==> src/rtl/onehot_scan_encoder.sv <==
// rtl/onehot_scan_encoder.sv - scans a captured request vector and streams the index of each set bit, lowest first
module onehot_scan_encoder #(
    parameter int N = 8,
    parameter int W = $clog2(N)
) (
    input  logic         clk,
    input  logic         rst_n,
    input  logic         in_valid,
    output logic         in_ready,
    input  logic [N-1:0] in_vec,
    output logic         out_valid,
    input  logic         out_ready,
    output logic [W-1:0] out_idx,
    output logic         out_last,
    output logic         out_none
);

    typedef enum logic {
        IDLE = 1'b0,
        SCAN = 1'b1
    } state_t;

    state_t         state_q,     state_d;
    logic [N-1:0]   pend_q,      pend_d;
    logic           in_ready_q,  in_ready_d;
    logic           out_valid_q, out_valid_d;
    logic [W-1:0]   out_idx_q,   out_idx_d;
    logic           out_last_q,  out_last_d;
    logic           out_none_q,  out_none_d;

    // Index of the lowest set bit; 0 for an all-zero vector.
    function automatic logic [W-1:0] low_idx(input logic [N-1:0] v);
        logic [W-1:0] r;
        r = '0;
        for (int i = N - 1; i >= 0; i--) begin
            if (v[i]) begin
                r = W'(i);
            end
        end
        return r;
    endfunction

    // True when at most one bit is set (zero counts, so the empty beat is last).
    function automatic logic at_most_one(input logic [N-1:0] v);
        return (v & (v - N'(1))) == '0;
    endfunction

    // Next-state logic; outputs are precomputed from the next pending vector so they leave flops.
    always_comb begin
        state_d     = state_q;
        pend_d      = pend_q;
        out_none_d  = out_none_q;
        case (state_q)
            IDLE: begin
                if (in_valid) begin
                    pend_d     = in_vec;
                    state_d    = SCAN;
                    out_none_d = (in_vec == '0);
                end
            end
            SCAN: begin
                if (out_ready) begin
                    if (out_last_q) begin
                        state_d    = IDLE;
                        pend_d     = '0;
                        out_none_d = 1'b0;
                    end else begin
                        // Clear the lowest set bit, i.e. the one just emitted.
                        pend_d = pend_q & (pend_q - N'(1));
                    end
                end
            end
            default: begin
                state_d    = IDLE;
                pend_d     = '0;
                out_none_d = 1'b0;
            end
        endcase

        in_ready_d  = (state_d == IDLE);
        out_valid_d = (state_d == SCAN);
        out_idx_d   = (state_d == SCAN) ? low_idx(pend_d) : '0;
        out_last_d  = (state_d == SCAN) && at_most_one(pend_d);
    end

    // Single state register for the FSM and all registered outputs.
    always_ff @(posedge clk or negedge rst_n) begin
        if (!rst_n) begin
            state_q     <= IDLE;
            pend_q      <= '0;
            in_ready_q  <= 1'b1;
            out_valid_q <= 1'b0;
            out_idx_q   <= '0;
            out_last_q  <= 1'b0;
            out_none_q  <= 1'b0;
        end else begin
            state_q     <= state_d;
            pend_q      <= pend_d;
            in_ready_q  <= in_ready_d;
            out_valid_q <= out_valid_d;
            out_idx_q   <= out_idx_d;
            out_last_q  <= out_last_d;
            out_none_q  <= out_none_d;
        end
    end

    assign in_ready  = in_ready_q;
    assign out_valid = out_valid_q;
    assign out_idx   = out_idx_q;
    assign out_last  = out_last_q;
    assign out_none  = out_none_q;

endmodule

==> config.mk <==
export PLATFORM = sky130hd
export DESIGN_NAME = onehot_scan_encoder
export DESIGN_NICKNAME = d
export VERILOG_FILES = /design/src/rtl/onehot_scan_encoder.sv
export SDC_FILE = /design/constraint.sdc
export NUM_CORES = 1
export LEC_CHECK = 0
export BUFFER_PORTS_ARGS = -buffer_cell sky130_fd_sc_hd__buf_2
export CORE_MARGIN = 2
export CORE_UTILIZATION = 45
export CTS_CLUSTER_DIAMETER = 120
export CTS_CLUSTER_SIZE = 12
export DETAILED_ROUTE_END_ITERATION = 6
export HOLD_SLACK_MARGIN = 0.1
export PLACE_DENSITY = 0.68
export SLEW_MARGIN = 10
export SYNTH_ARGS = -nofsm -noshare
export SYNTH_HDL_FRONTEND = slang
export SYNTH_SLANG_ARGS = --single-unit
==> constraint.sdc <==
create_clock -name clk -period 5.76 [get_ports clk]
set_input_delay 0.288 -clock clk [delete_from_list [all_inputs] [get_ports clk]]
set_output_delay 0.288 -clock clk [all_outputs]
set_load 0.005 [all_outputs]
After elaboration in Yosys (flattened, before gate mapping):

Cells that the tools add are included.

* register bits after elaboration: 15
* output and inout bits: 7
* word-level logic and storage cells: 40

* add/sub/neg operators: 2
* multiplexer cells: 21
* reductions and logical operators: 4
* eq/ne operators: 3
* bitwise operators: 4

Operator list (number)
* $mux W3: 9
* $mux W8: 3
* $and A8 B8 Y8: 2
* $logic_not A8 Y1: 2
* $pmux W8 S2: 1
* $sub A8 B1 Y8 const B: 2
* $mux W1: 6
* $ne A2 B2 Y1 const B: 2
* $pmux W1 S2: 2
* $reduce_and A3 Y1: 1
* $ne A2 B1 Y1 const B: 1
* $not A1 Y1: 2
* $logic_and A1 B1 Y1: 1

Logic depth before layout (Yosys ltp):

Gate-level depths: netlist of run 1.

* depth after elaboration: 14
* gate-level depth with buffers: 7

Worst setup path before layout of run 1:

OpenSTA, ideal clock, no wires.

* kind: register to register
* from: register pend_q[0]
* to: register out_last_q, in the netlist out_last
* data arrival time: 1.921 ns
* cell stages (with the launch flop): 7
* setup time: 0.066 ns
* setup slack: 3.773 ns
* path buffers: 0
* path through: dfrtp_1 > or4b_4 > nand2b_4 > a41oi_4 > nand2b_4 > a2111oi_4 > o31a_1

* word-level cells in the longest chain between the ends: 9
* elaborated cells on any way between the ends: 10
* those cells by class: add/sub: 2; mux: 4; bitwise: 2; reduce/logical: 2

Ends and longest elaborated chain
* from (decl): line 24 `logic [N-1:0] pend_q, pend_d;`
* from (signal assigned): line 98 `pend_q <= pend_d;`
* $sub A8 B1 Y8: line 69 `pend_d = pend_q & (pend_q - N'(1));`
* $and A8 B8 Y8: line 69
* $mux W8: line 63 `if (out_last_q) begin`
* $mux W8: line 62 `if (out_ready) begin`
* $pmux W8 S2 (*): line 53 `case (state_q)`
* $sub A8 B1 Y8: line 45 `return (v & (v - N'(1))) == '0;`
* $and A8 B8 Y8 (*): line 45
* $logic_not A8 Y1 (*): line 45
* $logic_and A1 B1 Y1 (*): line 83 `out_last_d = (state_d == SCAN) && at_most_one(pend_d);`
* via out_last_d: line 28 `logic out_last_q, out_last_d;`
* to (signal assigned): line 102 `out_last_q <= out_last_d;`
* to (decl): line 28

The timed path passes the listed nets; every way through them passes the cells marked *.
A chain may end at the register's enable or synchronous reset.

Final worst setup path of run 1:

* from: register pend_q[0]
* to: register out_last_q, in the netlist out_last

* word-level cells in the longest chain between the ends: 9
* elaborated cells on any way between the ends: 10
* those cells by class: add/sub: 2; mux: 4; bitwise: 2; reduce/logical: 2

Ends and longest elaborated chain (line)
* $sub A8 B1 Y8 (*): 69
* $and A8 B8 Y8 (*): 69
* $mux W8 (*): 63
* $mux W8 (*): 62
* $pmux W8 S2 (*): 53
* via pend_d[6]: 24
* $sub A8 B1 Y8: 45
* $and A8 B8 Y8 (*): 45
* $logic_not A8 Y1 (*): 45
* $logic_and A1 B1 Y1 (*): 83
* via out_last_d: 28

Marked as above.

==> results.yml, run 1 <==
floorplan:
  dieArea_um2: 2336
  fp.dieW_um: 48.34
  fp.dieH_um: 48.34
  start_util: 0.4651
  rows: 16
  core_area_um2: 1902
  ioPinCount: 19
clock_tree:
  clock_latency_ns: 0.29
  cts_max_level: 1
  post-cts-setup-buffer-count: 0
  cts_tree: "yes"
  cts_buffers: 3
  clk_pin_slew_ns: 0.09
  cts_root_buf: "clkbuf_4"
  clockBufferDepth: 2
  clock_sinks: 15
critical_path:
  setup.worst_path.start_class: "flop"
  critical_path_class: "reg -> reg"
  critPathMaxFanout: 5
  cp.required_ns: 6.00
  cp.arrival_ns: 2.38
  reg2reg_from: "pend_q[0]"
  endpoint_kind: "flop"
  cp-startpoint: "pend_q[0]"
yosys:
  syn-num-nets: 98
  syn_inst: 86
  ys_seq_area_frac: 0.4257
  synth_area_per_cell_um2: 10.29
  synth_warnings: 0
  synth-seq-cells: 15
  async_flop_share: 1.000
  synth_cell_types: 38
  synth_edf_count: 0
  syn_area_um2: 884.6
  synth_top_flop_cell: "dfrtp_1"
sta:
  post-route-period-util: 0.3723
  fin_skew_ns: 0.006294
  maxSlewHeadroom: 0.6629
  whs_ns: 0.2927
  worstMarginPinSlew_ns: 0.5057
  rsz0062_at_grt: "false"
  tns_ns: 0
  slew_viol_final: 0
  setup_viol: 0
  layout_min_cycle_time_ns: 2.145
  max_freq_mhz: 466.3
  finalHoldViolations: 0
drt:
  drcViolationCount: 0
  viasPerCell: 5.590
  vias: 749
  drt-initial-drc-count: 8
  first_pass_iters: 5
  routed_wl_um: 1954
  routedWlPerCell_um: 14.58
  ant_nets: 0
placed_design:
  gp_congestion: 0.8234
  place_inst: 129
  io_buffers: 18
  place_area_um2: 996.0
  place_hpwl_um: 1525
global_route:
  grt_overflow_total: 0
  antenna_found_initial: 0
  grt_max_degree: 18
  grt_pass1_wl_um: 3325
  grt_usage: 0.1910
  grt_pass1_vias: 732
layout:
  final_layout_size_suffix_gt1_frac: 0.3178
  antennaDiodeCount: 0
  final_area_um2: 1033
  final_cell_mix: "18 x buf_2, 14 x dfrtp_1, 8 x nor2_1"
  fill_cells: 172
  area.growth.synth_to_final_pct: 16.83
  nets: 120
  stdcell_count: 134
  final_common_cell: "buf_2"
min_path:
  hold_path.class: "in -> reg"
  worstHoldStart: "out_ready"
outcome:
  outcome: "finished clean"
power:
  ir_drop_mv: 0.2368
  p_leak_nw: 0.5077
  powerDensity_nw_per_um2: 548.5
run:
  maxCapViolCount: 0
per-stage QoR:
stage / setup WS, ns / utilization / power (W)
final: 3.615 / 0.5434 / 0.0005669
after CTS: 3.618 / 0.5434 / 0.0005708
after global routing: 3.428 / 0.5434 / 0.0006217
after floorplan: 3.773 / - / 0.0004361
after detailed placement: 3.637 / 0.5237 / 0.0005070
after global placement: 3.655 / 0.5237 / 0.0005031
critical path, stage by stage, from the launching register on:
cell and delay [ns]:
dfrtp_1 0.43, or4b_4 0.58, nor4_2 0.14, o22ai_1 0.21
nand2b_4 0.24, a2111oi_4 0.31, o31a_1 0.17
worst paths after layout:
check / end / slack [ns] / cells past startpoint
max in group asynchronous: in_ready / 5.03 / 2
hold / removal: out_valid / 0.29 / 2
hold reg to reg: out_none / 0.52 / 1
min in group asynchronous: pend_q[0] / 0.43 / 2
setup reg to reg: out_last / 3.62 / 6
setup / recovery: out_last / 3.62 / 6
area by class of cell:
type                       count  area, µm²  area share
multi-input combinational     61      465.4      0.4504
sequential                    15      376.6      0.3644
timing repair buffer          19      100.1     0.09685
tap                           27      33.78     0.03269
inverter                       8      30.03     0.02906
clock buffer                   3      22.52     0.02179
clock inverter                 1      5.005    0.004843
state kept, by name, summed over array words and instances (netlist names):
name / cells
out_valid: 1
in_ready: 1
out_none: 1
out_last: 1
out_idx: 3
pend_q: 8
routing by layer:
layer  global-route usage  part of all wire
met1               0.2240              0.45
met3              0.04630             0.045
met4               0.1143             0.030
met5                    0                 0
met2               0.3171              0.47
where the power goes:
| part | leakage (nW) | total, W | switching, W | internal [W] |
|---|---|---|---|---|
| sequential | 0.192 | 0.000202 | 0.0000514 | 0.000151 |
| clock | 0.0177 | 0.0000610 | 0.0000352 | 0.0000259 |
| combinational | 0.298 | 0.000304 | 0.000167 | 0.000137 |
| total | 0.508 | 0.000567 | 0.000253 | 0.000314 |
synth_stat cells, types with 2 or more instances:
| cell type | number | area [µm²] |
|---|---|---|
| dfrtp_1 | 14 | 350.3 |
| nor2_1 | 8 | 30.03 |
| inv_1 | 7 | 26.28 |
| mux2i_1 | 6 | 60.06 |
| nand2_1 | 6 | 22.52 |
| a31oi_1 | 3 | 18.77 |
| nand3_1 | 3 | 15.01 |
| nor4_1 | 3 | 18.77 |
| o21ai_0 | 3 | 15.01 |
| nand2b_1 | 2 | 12.51 |
| nand2b_4 | 2 | 27.53 |
| nor3_1 | 2 | 10.01 |
| o21ai_1 | 2 | 10.01 |
repair_timing:
action                    in CTS  in global routing
resized for setup              0                  0
hold endpoints to repair      14                  0
hold buffers                   1                  0
logic make-up (layout without fill, tap and decap cells):
logic type | count (synthesis) | after routing | synth area share
compound gates | 24 | 24 | 0.2475
simple gates | 31 | 31 | 0.2108
buf+inv | 10 | 31 | 0.04809
mux | 6 | 6 | 0.06790
flops | 15 | 15 | 0.4258
No activity file was read; power rests on OpenSTA's default activity.
==> run 2, diff against run 1 <==
Clock period 5.76 ns to 2.2 ns, I/O delays scaled along.
==> results.yml, run 2 (synthesis results as in run 1) <==
floorplan:
  start_util: 0.4651
  fp.dieH_um: 48.34
  ioPinCount: 19
  fp.dieW_um: 48.34
  dieArea_um2: 2336
  core_area_um2: 1902
  rows: 16
layout:
  stdcell_count: 138
  multi_input_area_um2: 473.0
  fill_cells: 187
  largest_reg_flops: 8
  final_common_cell: "buf_2"
  final_layout_size_suffix_gt1_frac: 0.3604
  largest-register: "pend_q"
  ff_latch_area_um2: 376.6
  antennaDiodeCount: 0
  utilization: 0.5632
  final_cell_mix: "18 x buf_2, 14 x dfrtp_1, 8 x nor2_1"
  area.growth.synth_to_final_pct: 21.08
  nets: 124
critical_path:
  max_stage_delay_ns: 0.58
  critPathMaxFanout: 5
  cp_slowest_cell: "or4b_4"
  critical_path_class: "reg -> reg"
  crit_chain: "or4b_4 -> a31o_1 -> a22oi_2 -> nand3_2 -> a211oi_1 -> o31a_1"
  endpoint_kind: "flop"
  ff2ff_setup_slack_ns: 0.09
  cp.arrival_ns: 2.35
  reg2reg_depth: 6
  setup.worst_path.start_class: "flop"
  cp.required_ns: 2.44
drt:
  ant_nets: 0
  first_pass_iters: 3
  routedWlPerCell_um: 14.14
  routed_wl_um: 1951
  viasPerCell: 5.507
  vias: 760
  drcViolationCount: 0
  drt-initial-drc-count: 7
sta:
  post-route-period-util: 0.9608
  layout_min_cycle_time_ns: 2.114
  rsz0062_at_grt: "true"
  worstMarginPinSlew_ns: 0.4591
  whs_ns: 0.1365
  tns_ns: 0
  setup_viol: 0
  max_freq_mhz: 473.1
  fin_skew_ns: 0.0009350
  finalHoldViolations: 0
  maxSlewHeadroom: 0.6911
  slew_viol_final: 0
  setup_ws_ns: 0.08629
min_path:
  hold_path.class: "in -> reg"
  hold_depth: 2
placed_design:
  place_hpwl_um: 1553
  place_ws_ns: 0.1058
  gp_congestion: 0.7674
  place_inst: 132
  io_buffers: 18
global_route:
  grt_pass1_wl_um: 3532
  grt_max_degree: 16
  grt_pass1_vias: 764
  grt_overflow_total: 0
  grt_usage: 0.1980
  antenna_found_initial: 0
outcome:
  outcome: "finished clean"
clock_tree:
  clock_sinks: 15
  cts_max_level: 1
  cts_tree: "yes"
  clockBufferDepth: 2
  cts_root_buf: "clkbuf_4"
  clock_latency_ns: 0.29
  clk_pin_slew_ns: 0.09
  cts_buffers: 3
run:
  maxCapViolCount: 0
power:
  powerDensity_nw_per_um2: 1443
  ir_drop_mv: 0.6691
  p_leak_nw: 0.5305
run 2: area by class of cell:
| type | instances | area share |
|---|---|---|
| Multi-Input combinational cell | 61 | 0.4416 |
| Sequential cell | 15 | 0.3516 |
| Timing Repair Buffer | 23 | 0.1215 |
| Tap cell | 27 | 0.03154 |
| Inverter | 8 | 0.02804 |
| Clock buffer | 3 | 0.02103 |
| Clock inverter | 1 | 0.004673 |
run 2: worst paths after layout:
kind | endpoint | from
setup / recovery | out_last | pend_q[2]
hold reg to reg | out_none | out_none
setup reg to reg | out_last | pend_q[2]
min in group asynchronous | pend_q[1] | rst_n
hold / removal | out_valid | out_ready
max in group asynchronous | in_ready | rst_n
run 2: per-layer routing:
metal  GRT usage  vias up  wire (µm)
met1      0.2274      370        872
met2      0.3472       13        969
met4      0.1000        0         42
met5           0        -          0
met3     0.04321        4         67
li1            -      373          -
run 2: power by group:
group / internal (W) / switching (W) / total (W)
clock: 0.0000677 / 0.0000936 / 0.000161
sequential: 0.000395 / 0.000118 / 0.000513
combinational: 0.000403 / 0.000468 / 0.000871
run 2: through the flow:
step	power [W]	area (µm²)
floorplan	0.001142	884.6
global placement	0.001346	1018
detailed placement	0.001370	1018
CTS	0.001534	1056
global route	0.001681	1071
finish	0.001546	1071
run 2: critical path, delay by kind of cell (launching register included):
| kind | cells | cell delay [ns] |
|---|---|---|
| AND/OR/NAND/NOR | 2 | 0.74 |
| AO/OA/AOI/OAI | 4 | 0.92 |
| flip-flops | 1 | 0.40 |
run 2: timing repair:
item,4_1_cts,5_1_grt
buffers inserted,0,1
setup endpoints to repair,0,1
gates resized for setup,0,2
hold endpoints to repair,15,0
hold buffers,1,0
==> run 3, diff against run 2 <==
Settings changed: PLACE_DENSITY 0.68 to not set, PLACE_DENSITY_LB_ADDON set to 0.25.
==> results.yml, run 3 (synthesis results as in run 1) <==
outcome:
  outcome: "finished clean"
sta:
  post-route-period-util: 0.9487
  maxSlewHeadroom: 0.6516
  setup_ws_ns: 0.1129
  rsz0062_at_grt: "false"
  setup_viol: 0
  layout_min_cycle_time_ns: 2.087
  fin_skew_ns: 0.001915
  tns_ns: 0
  whs_ns: 0.1339
  slew_viol_final: 0
  finalHoldViolations: 0
  worstMarginPinSlew_ns: 0.5178
  max_freq_mhz: 479.1
clock_tree:
  cts_max_level: 1
  clock_latency_ns: 0.28
  clk_pin_slew_ns: 0.09
  clock_sinks: 15
  cts_root_buf: "clkbuf_4"
  cts_tree: "yes"
  clockBufferDepth: 2
  cts_buffers: 3
  ctsResizeCount: 0
critical_path:
  setup.worst_path.start_class: "flop"
  reg2reg_from: "pend_q[2]"
  critical_path_class: "reg -> reg"
  reg2reg_depth: 6
  endpoint_kind: "flop"
  rr_endpoint: "out_last"
  critPathMaxFanout: 5
  cp.required_ns: 2.43
  cp-startpoint: "pend_q[2]"
  cp.arrival_ns: 2.31
  ff2ff_setup_slack_ns: 0.11
power:
  switching_share: 0.4376
  ir_drop_mv: 0.7289
  powerDensity_nw_per_um2: 1439
  p_leak_nw: 0.5274
  cellInternalPower_w: 0.0008609
  pwr-share-clk: 0.103
  seq_power_share: 0.328
  p_comb_frac: 0.570
  p_switching_w: 0.0006699
layout:
  antennaDiodeCount: 0
  final_common_cell: "buf_2"
  largest_reg_flops: 8
  final_layout_size_suffix_gt1_frac: 0.3423
  largest-register: "pend_q"
  nets: 124
  final_area_um2: 1064
  area.growth.synth_to_final_pct: 20.23
  final_cell_mix: "18 x buf_2, 14 x dfrtp_1, 8 x nor2_1"
  stdcell_count: 138
placed_design:
  place_ws_ns: 0.1198
  place_inst: 132
  place_area_um2: 1018
  gp_congestion: 0.8997
  io_buffers: 18
  place_hpwl_um: 1506
drt:
  met3_length_um: 93
  drcViolationCount: 0
  vias: 754
  drt-initial-drc-count: 15
  ant_nets: 0
  highest_layer: "met4"
  wl_met2_um: 905
  routedWlPerCell_um: 13.86
  first_pass_iters: 4
  viasPerCell: 5.464
  drt-met1-wl_um: 892
  routed_wl_um: 1913
floorplan:
  fp.dieW_um: 48.34
  ioPinCount: 19
  core_area_um2: 1902
  start_util: 0.4651
  dieArea_um2: 2336
  rows: 16
  fp.dieH_um: 48.34
global_route:
  grt_usage: 0.1830
  grt_max_degree: 16
  antenna_found_initial: 0
  grt_pass1_vias: 744
  grt_pass1_wl_um: 3381
  grt_overflow_total: 0
min_path:
  min_to: "out_valid"
  worstHoldStart: "out_ready"
  hold_path.class: "in -> reg"
  hold_depth: 2
run:
  maxCapViolCount: 0
[run 3: critical path, cell delays in order, from the launching register on]
cell and delay (ns):
dfrtp_1 0.40, or4b_4 0.58, a31o_1 0.20, a22oi_2 0.24, nand2_1 0.14, a221oi_1 0.29
o31a_1 0.18
[run 3: per-layer routing]
metal	track usage	up-vias
li1	-	374
met1	0.2500	353
met2	0.2986	23
met4	0.06667	0
met5	0	-
met3	0.02469	4
[run 3: layout make-up]
class                           instances  area, µm²
Inverter                                8      30.03
Clock buffer                            3      22.52
Sequential cell                        15      376.6
Clock inverter                          1      5.005
Tap cell                               27      33.78
Fill cell                             174      838.3
Multi-Input combinational cell         61      465.4
Timing Repair Buffer                   23      130.1
[run 3: power by group through the flow]
stage	clock, W	combinational [W]	sequential (W)
5_1_grt	0.000179	0.000970	0.000517
3_5_place_dp	0	0.000857	0.000509
4_1_cts	0.000162	0.000862	0.000504
3_3_place_gp	0	0.000841	0.000504
6_report	0.000157	0.000872	0.000502
2_1_floorplan	0	0.000648	0.000493
[run 3: worst max-delay path by stage]
stage / cells after the start / end
2_1_floorplan: 6 / out_last
3_5_place_dp: 6 / out_last
5_1_grt: 6 / out_last
3_3_place_gp: 6 / out_last
6_report: 6 / out_last
4_1_cts: 6 / out_last
[run 3: through the flow]
stage / util / total power [W]
after floorplan: - / 0.001142
after global routing: 0.5592 / 0.001665
after CTS: 0.5553 / 0.001527
final: 0.5592 / 0.001531
after global placement: 0.5355 / 0.001345
after detailed placement: 0.5355 / 0.001366
[run 3: what timing repair did]
action / CTS / global route
buffers inserted: 0 / 1
endpoints found under the setup margin: 0 / 1
hold buffers: 1 / 0
endpoints found under the hold margin: 15 / 0
